**config.mk**
```make
export PLATFORM = sky130hd
export DESIGN_NAME = uart_rx_flat
export DESIGN_NICKNAME = d
export VERILOG_FILES = /design/src/rtl/uart_pkg.sv /design/src/rtl/uart_rx_if.sv /design/src/rtl/uart_rx_sync_2ff.sv /design/src/rtl/uart_rx.sv /design/src/flat_wrapper.sv
export SDC_FILE = /design/constraint.sdc
export NUM_CORES = 1
export LEC_CHECK = 0
export BUFFER_PORTS_ARGS = -buffer_cell sky130_fd_sc_hd__buf_2
export CORE_UTILIZATION = 53
export DETAILED_ROUTE_END_ITERATION = 16
export MAX_ROUTING_LAYER = met4
export PLACE_DENSITY = 0.72
export SYNTH_ARGS = -nofsm -noshare
export SYNTH_HDL_FRONTEND = slang
export SYNTH_HIERARCHICAL = 1
export SYNTH_SLANG_ARGS = --single-unit
```
**constraint.sdc**
```tcl
create_clock -name clk -period 1.95 [get_ports clk]
set_input_delay 0.0975 -clock clk [delete_from_list [all_inputs] [get_ports clk]]
set_output_delay 0.0975 -clock clk [all_outputs]
set_load 0.005 [all_outputs]
```
**src/rtl/uart_pkg.sv**
```systemverilog
// Shared UART definitions: frame geometry, default bit timing and receiver state encoding.
package uart_pkg;

    localparam int unsigned DATA_BITS            = 8;
    localparam int unsigned CLKS_PER_BIT_DEFAULT = 868;  // 100 MHz / 115200 baud

    typedef enum logic [2:0] {
        IDLE  = 3'd0,
        START = 3'd1,
        DATA  = 3'd2,
        STOP  = 3'd3,
        BREAK = 3'd4
    } uart_state_e;

endpackage

```
**src/rtl/uart_rx_if.sv**
```systemverilog
// Receiver-side signal bundle: serial line in, parallel byte and status strobes out.
interface uart_rx_if;
    import uart_pkg::*;

    logic                 rx;
    logic [DATA_BITS-1:0] rx_byte;
    logic                 rx_ready;
    logic                 rx_error;
    logic                 rx_busy;

    modport master (
        input  rx,
        output rx_byte,
        output rx_ready,
        output rx_error,
        output rx_busy
    );

    modport slave (
        output rx,
        input  rx_byte,
        input  rx_ready,
        input  rx_error,
        input  rx_busy
    );

endinterface

```
**src/rtl/uart_rx_sync_2ff.sv**
```systemverilog
// Generic two-flop synchronizer for a single asynchronous input; reset value is a parameter.
module sync_2ff #(
    parameter logic RESET_VAL = 1'b1
) (
    input  logic clk_i,
    input  logic rst_i,
    input  logic d_i,
    output logic q_o
);

    logic meta_q;
    logic sync_q;

    always_ff @(posedge clk_i) begin
        if (rst_i) begin
            meta_q <= RESET_VAL;
            sync_q <= RESET_VAL;
        end else begin
            meta_q <= d_i;
            sync_q <= meta_q;
        end
    end

    assign q_o = sync_q;

endmodule

```
**src/rtl/uart_rx.sv**
```systemverilog
// 8N1 UART receiver: mid-bit sampling, start-glitch rejection, framing-error strobe and break recovery.
module uart_rx
    import uart_pkg::*;
#(
    parameter int unsigned CLKS_PER_BIT = CLKS_PER_BIT_DEFAULT
) (
    input  logic      clk,
    input  logic      reset,
    uart_rx_if.master bus
);

    localparam int unsigned CW = $clog2(CLKS_PER_BIT);
    localparam int unsigned BW = $clog2(DATA_BITS);
    localparam logic [CW-1:0] HALF     = CW'(CLKS_PER_BIT / 2 - 1);
    localparam logic [CW-1:0] LAST     = CW'(CLKS_PER_BIT - 1);
    localparam logic [BW-1:0] LAST_BIT = BW'(DATA_BITS - 1);

    logic rx_s;

    uart_state_e          state_q,   state_d;
    logic [CW-1:0]        clk_cnt_q, clk_cnt_d;
    logic [BW-1:0]        bit_cnt_q, bit_cnt_d;
    logic [DATA_BITS-1:0] shift_q,   shift_d;
    logic [DATA_BITS-1:0] byte_q,    byte_d;
    logic                 ready_q,   ready_d;
    logic                 error_q,   error_d;

    sync_2ff #(
        .RESET_VAL (1'b1)
    ) u_sync (
        .clk_i (clk),
        .rst_i (reset),
        .d_i   (bus.rx),
        .q_o   (rx_s)
    );

    always_comb begin
        state_d   = state_q;
        clk_cnt_d = clk_cnt_q;
        bit_cnt_d = bit_cnt_q;
        shift_d   = shift_q;
        byte_d    = byte_q;
        ready_d   = 1'b0;
        error_d   = 1'b0;

        unique case (state_q)
            IDLE: begin
                if (!rx_s) begin
                    clk_cnt_d = '0;
                    state_d   = START;
                end
            end
            START: begin
                // A start bit that is gone by mid-bit is treated as line noise.
                if (clk_cnt_q == HALF) begin
                    if (!rx_s) begin
                        clk_cnt_d = '0;
                        bit_cnt_d = '0;
                        state_d   = DATA;
                    end else begin
                        state_d   = IDLE;
                    end
                end else begin
                    clk_cnt_d = clk_cnt_q + CW'(1);
                end
            end
            DATA: begin
                if (clk_cnt_q == LAST) begin
                    shift_d   = {rx_s, shift_q[DATA_BITS-1:1]};
                    bit_cnt_d = bit_cnt_q + BW'(1);
                    clk_cnt_d = '0;
                    if (bit_cnt_q == LAST_BIT) begin
                        state_d = STOP;
                    end
                end else begin
                    clk_cnt_d = clk_cnt_q + CW'(1);
                end
            end
            STOP: begin
                if (clk_cnt_q == LAST) begin
                    clk_cnt_d = '0;
                    if (rx_s) begin
                        byte_d  = shift_q;
                        ready_d = 1'b1;
                        state_d = IDLE;
                    end else begin
                        error_d = 1'b1;
                        state_d = BREAK;
                    end
                end else begin
                    clk_cnt_d = clk_cnt_q + CW'(1);
                end
            end
            BREAK: begin
                // Held-low line: wait for release so a long break yields a single error.
                if (rx_s) begin
                    state_d = IDLE;
                end
            end
            default: begin
                state_d = IDLE;
            end
        endcase
    end

    always_ff @(posedge clk) begin
        if (reset) begin
            state_q   <= IDLE;
            clk_cnt_q <= '0;
            bit_cnt_q <= '0;
            shift_q   <= '0;
            byte_q    <= '0;
            ready_q   <= 1'b0;
            error_q   <= 1'b0;
        end else begin
            state_q   <= state_d;
            clk_cnt_q <= clk_cnt_d;
            bit_cnt_q <= bit_cnt_d;
            shift_q   <= shift_d;
            byte_q    <= byte_d;
            ready_q   <= ready_d;
            error_q   <= error_d;
        end
    end

    assign bus.rx_byte  = byte_q;
    assign bus.rx_ready = ready_q;
    assign bus.rx_error = error_q;
    assign bus.rx_busy  = (state_q != IDLE);

endmodule

```
**src/flat_wrapper.sv**
```systemverilog
// flat-port wrapper written by rule: the top's interface ports become plain ports
module uart_rx_flat import uart_pkg::*;
#(
    parameter int unsigned CLKS_PER_BIT = CLKS_PER_BIT_DEFAULT
)
  (clk, reset, bus_rx, bus_rx_byte, bus_rx_ready, bus_rx_error, bus_rx_busy);
  uart_rx_if bus_i ();
  input  logic clk;
  input  logic reset;
  input wire logic [$bits(bus_i.rx)-1:0] bus_rx;
  output wire logic [$bits(bus_i.rx_byte)-1:0] bus_rx_byte;
  output wire logic [$bits(bus_i.rx_ready)-1:0] bus_rx_ready;
  output wire logic [$bits(bus_i.rx_error)-1:0] bus_rx_error;
  output wire logic [$bits(bus_i.rx_busy)-1:0] bus_rx_busy;
  assign bus_i.rx = bus_rx;
  assign bus_rx_byte = bus_i.rx_byte;
  assign bus_rx_ready = bus_i.rx_ready;
  assign bus_rx_error = bus_i.rx_error;
  assign bus_rx_busy = bus_i.rx_busy;
  uart_rx #(.CLKS_PER_BIT(CLKS_PER_BIT)) u_core (.clk(clk), .reset(reset), .bus(bus_i));
endmodule
```
==> metrics.md <==
| Metric | Value |
|---|---|
| Crit path largest cell delay | `500 ps` |
| Cell Area, Placed | `0.00195 sq mm` |
| Leak | `0.000811 uW` |
| Worst setup path class | `flip-flop to flip-flop` |
| Cell Count, Final, Fillers Out | `277` |
| GRT overflow | `0` |
| Maximum VDD drop | `0.467 mV` |
| Crit end category | `flip-flop` |
| Worst-path cell with the longest stage delay | `a311oi_4` |
| Worst Path Required | `2210 ps` |
| Worst Tran Pin Value | `461 ps` |
| Dominant synthesized flop cell | `dfxtp_1` |
| Initial core utilization | `57.6%` |
| CP startpoint kind | `flip-flop` |
| Total GRT Usage | `27.5%` |
| Share of cells above drive strength 1 | `20.6%` |
| Critical path arrival | `2100 ps` |
| Via count | `1733` |
| DRC errors left | `0` |
| Largest fanout on the critical path | `8` |
| I/O Buffers | `13` |
| Top post-synthesis cells by area | `dfxtp_1, mux2i_1, nand2_1` |
| Skew final | `4.14 ps` |
| Final HPWL DP | `3000 um` |
| CTS Root Cell | `clkbuf_4` |
| Max Clk Rate | `542 MHz` |
| Final ANT Viol Nets | `0` |
| Clock sink total | `36` |
| Largest net degree at the start of global routing | `19` |
| Seq/Total Area, Yosys | `40.0%` |
| TritonCTS buffer count | `5` |
| Die footprint | `0.00364 sq mm` |
| Hold Path Depth | `2` |
| WL per Instance | `16.2 um` |
| CTS tree | `yes` |
| Max-cap violations | `0` |
| Post-Syn Instances | `209` |
| Yosys top cell by area | `dfxtp_1` |
| Unique cell type count in the Yosys netlist | `48` |
| Longest Clk Path Bufs | `2` |
| Status | `finished, final reports clean` |
| Post-synth EDFFs | `0` |
| Core Box Area | `0.00313 sq mm` |
| Worst rel slew slack | `69.2%` |
| Initial antenna violation count | `0` |
| Die width | `60.3 um` |
| Reg2reg path depth | `6` |
| I/O Pins | `14` |
| Reg clk slew, reported paths | `110 ps` |
| # H-tree levels | `2` |
| First-pass GRT wire length | `7110 um` |
| Min Tclk post-route | `1850 ps` |
| Antenna Cells | `0` |
| Synthesized cell area | `0.00180 sq mm` |
| Final setup vio count | `0` |
| Synth top area share | `40.0%` |
| Tcrit/Tclk final | `94.7%` |
| Synth Warn # | `6` |
| FP Rows | `20` |
| Crit-path cells | `ha_1, and3_2, a311oi_4, buf_4, o21ai_0, o221ai_1` |
| Clock Latency Late Sink | `340 ps` |
| Tot Pwr | `1210 uW` |
| Nets | `239` |
| Syn Area/Cell | `8.62 sq um` |
| Asr flop ratio synth | `0%` |
| Post-synthesis sequential element count | `36` |
| Worst Hold Class | `input pin to flip-flop` |
| Max-slew violations | `0` |
| Syn_nets | `216` |
| Total negative slack | `0 ps` |
| Vias in the first global route | `1531` |
| Area delta synth->final | `14.2%` |
| Final hold viol count | `0` |
| Power Dens Cells | `588 mW/mm^2` |
| Pre-antenna DRT Iters | `5` |
| Post-route cell area | `0.00206 sq mm` |
| Iter 0 DRT Violations | `184` |
| Vias per cell | `6.26` |
| Inst Count DP | `265` |
| DRT Wirelength | `4480 um` |
| Die Height | `60.3 um` |
| RD Place Congestion | `0.947` |
-- power breakdown --
| part | switching [uW] | internal (uW) |
|---|---|---|
| clock | 261 | 138 |
| combinational | 43.8 | 23.9 |
| sequential | 4.23 | 740 |
| total | 309 | 902 |
-- final cells by class --
class | instances | area, sq um
fillers | 284 | 1070
well taps | 44 | 55.1
multi-input cells | 155 | 1020
clock inverters | 3 | 18.8
inverters | 6 | 22.5
repair buffers | 28 | 180
clock buffers | 5 | 37.5
flip-flops and latches | 36 | 722
-- critical path, delay by kind of cell, from the launching register on --
kind / cells / cell delay (ps)
buf+inv: 1 / 210
simple gates: 1 / 280
flops: 1 / 370
fa+ha+maj: 1 / 190
compound gates: 3 / 710
-- cells by family after synthesis --
group / share of synthesized area (%)
mux: 5.00
compound gates: 18.9
xor+xnor: 0.486
simple gates: 28.8
fa+ha+maj: 2.78
flops: 40.0
buf+inv: 4.03
-- metrics by stage --
stage / util (%) / hold slack (ps) / setup slack [ps]
global route: 65.8 / 101 / -21.5
detailed placement: 62.5 / 289 / 85.2
finish: 65.8 / 115 / 103
CTS: 64.6 / 110 / 13.9
global placement: 62.5 / 280 / 153
floorplan: - / 195 / 55.9
-- what timing repair did --
item,4_1_cts,5_1_grt
hold buffers,1,0
buffers inserted,0,3
hold endpoints to repair,1,0
endpoints found under the setup margin,0,13
gates resized for setup,0,4
-- sequential cells by signal, summed over array words and instances, names as in the netlist --
register and cells:
u_core/clk_cnt_q 10, u_core/bus.rx_byte 8, u_core/shift_q 8, u_core/bit_cnt_q 3, u_core/state_q 3, u_core/bus.rx_error 1
u_core/bus.rx_ready 1, u_core/u_sync/meta_q 1, u_core/u_sync/q_o 1
-- routing by layer --
metal	vias to the layer above	part of all wire, %	GRT usage [%]
li1	813	-	-
met1	815	42	36.3
met2	92	49	38.8
met3	13	7.8	8.23
met4	0	1.8	11.3
met5	-	0	-
-- final timing paths --
kind                                    startpoint                            endpoint  slack (ps)
setup / recovery  u_core/clk_cnt_q[1]$_SDFFE_PP0P_    u_core/clk_cnt_q[5]$_SDFFE_PP0P_         100
hold / removal                               reset  u_core/bus.rx_byte[4]$_SDFFE_PP0P_         110
setup reg to reg  u_core/clk_cnt_q[1]$_SDFFE_PP0P_    u_core/clk_cnt_q[5]$_SDFFE_PP0P_         100
hold reg to reg    u_core/u_sync/meta_q$_SDFF_PP1_        u_core/u_sync/q_o$_SDFF_PP1_         440
-- cell usage in the layout (no fill, tap or decap), types with 3 or more instances in the layout --
master    instances
dfxtp_1          35
nand2_1          24
a21oi_1          17
nor2_1           14
buf_4            14
buf_2            13
o21ai_0          12
nand3_1          10
mux2i_1           9
inv_1             6
clkbuf_4          5
nor4_1            5
o211ai_1          4
ha_1              4
nor3b_1           3
nand2b_1          3
and3_1            3
nor3_1            3
a31oi_1           3
-- cell usage after synthesis, drive strengths merged (4+ instances only) --
cell	number
o211ai	4
mux2i	9
o21ai	14
nand2	24
nor3b	5
nand3	10
a31oi	4
nor4	6
nor2	14
clkbuf	8
and3	4
ha	4
inv	6
buf	4
a21oi	17
dfxtp	36
Note: power is estimated with default switching activity, not from simulation.
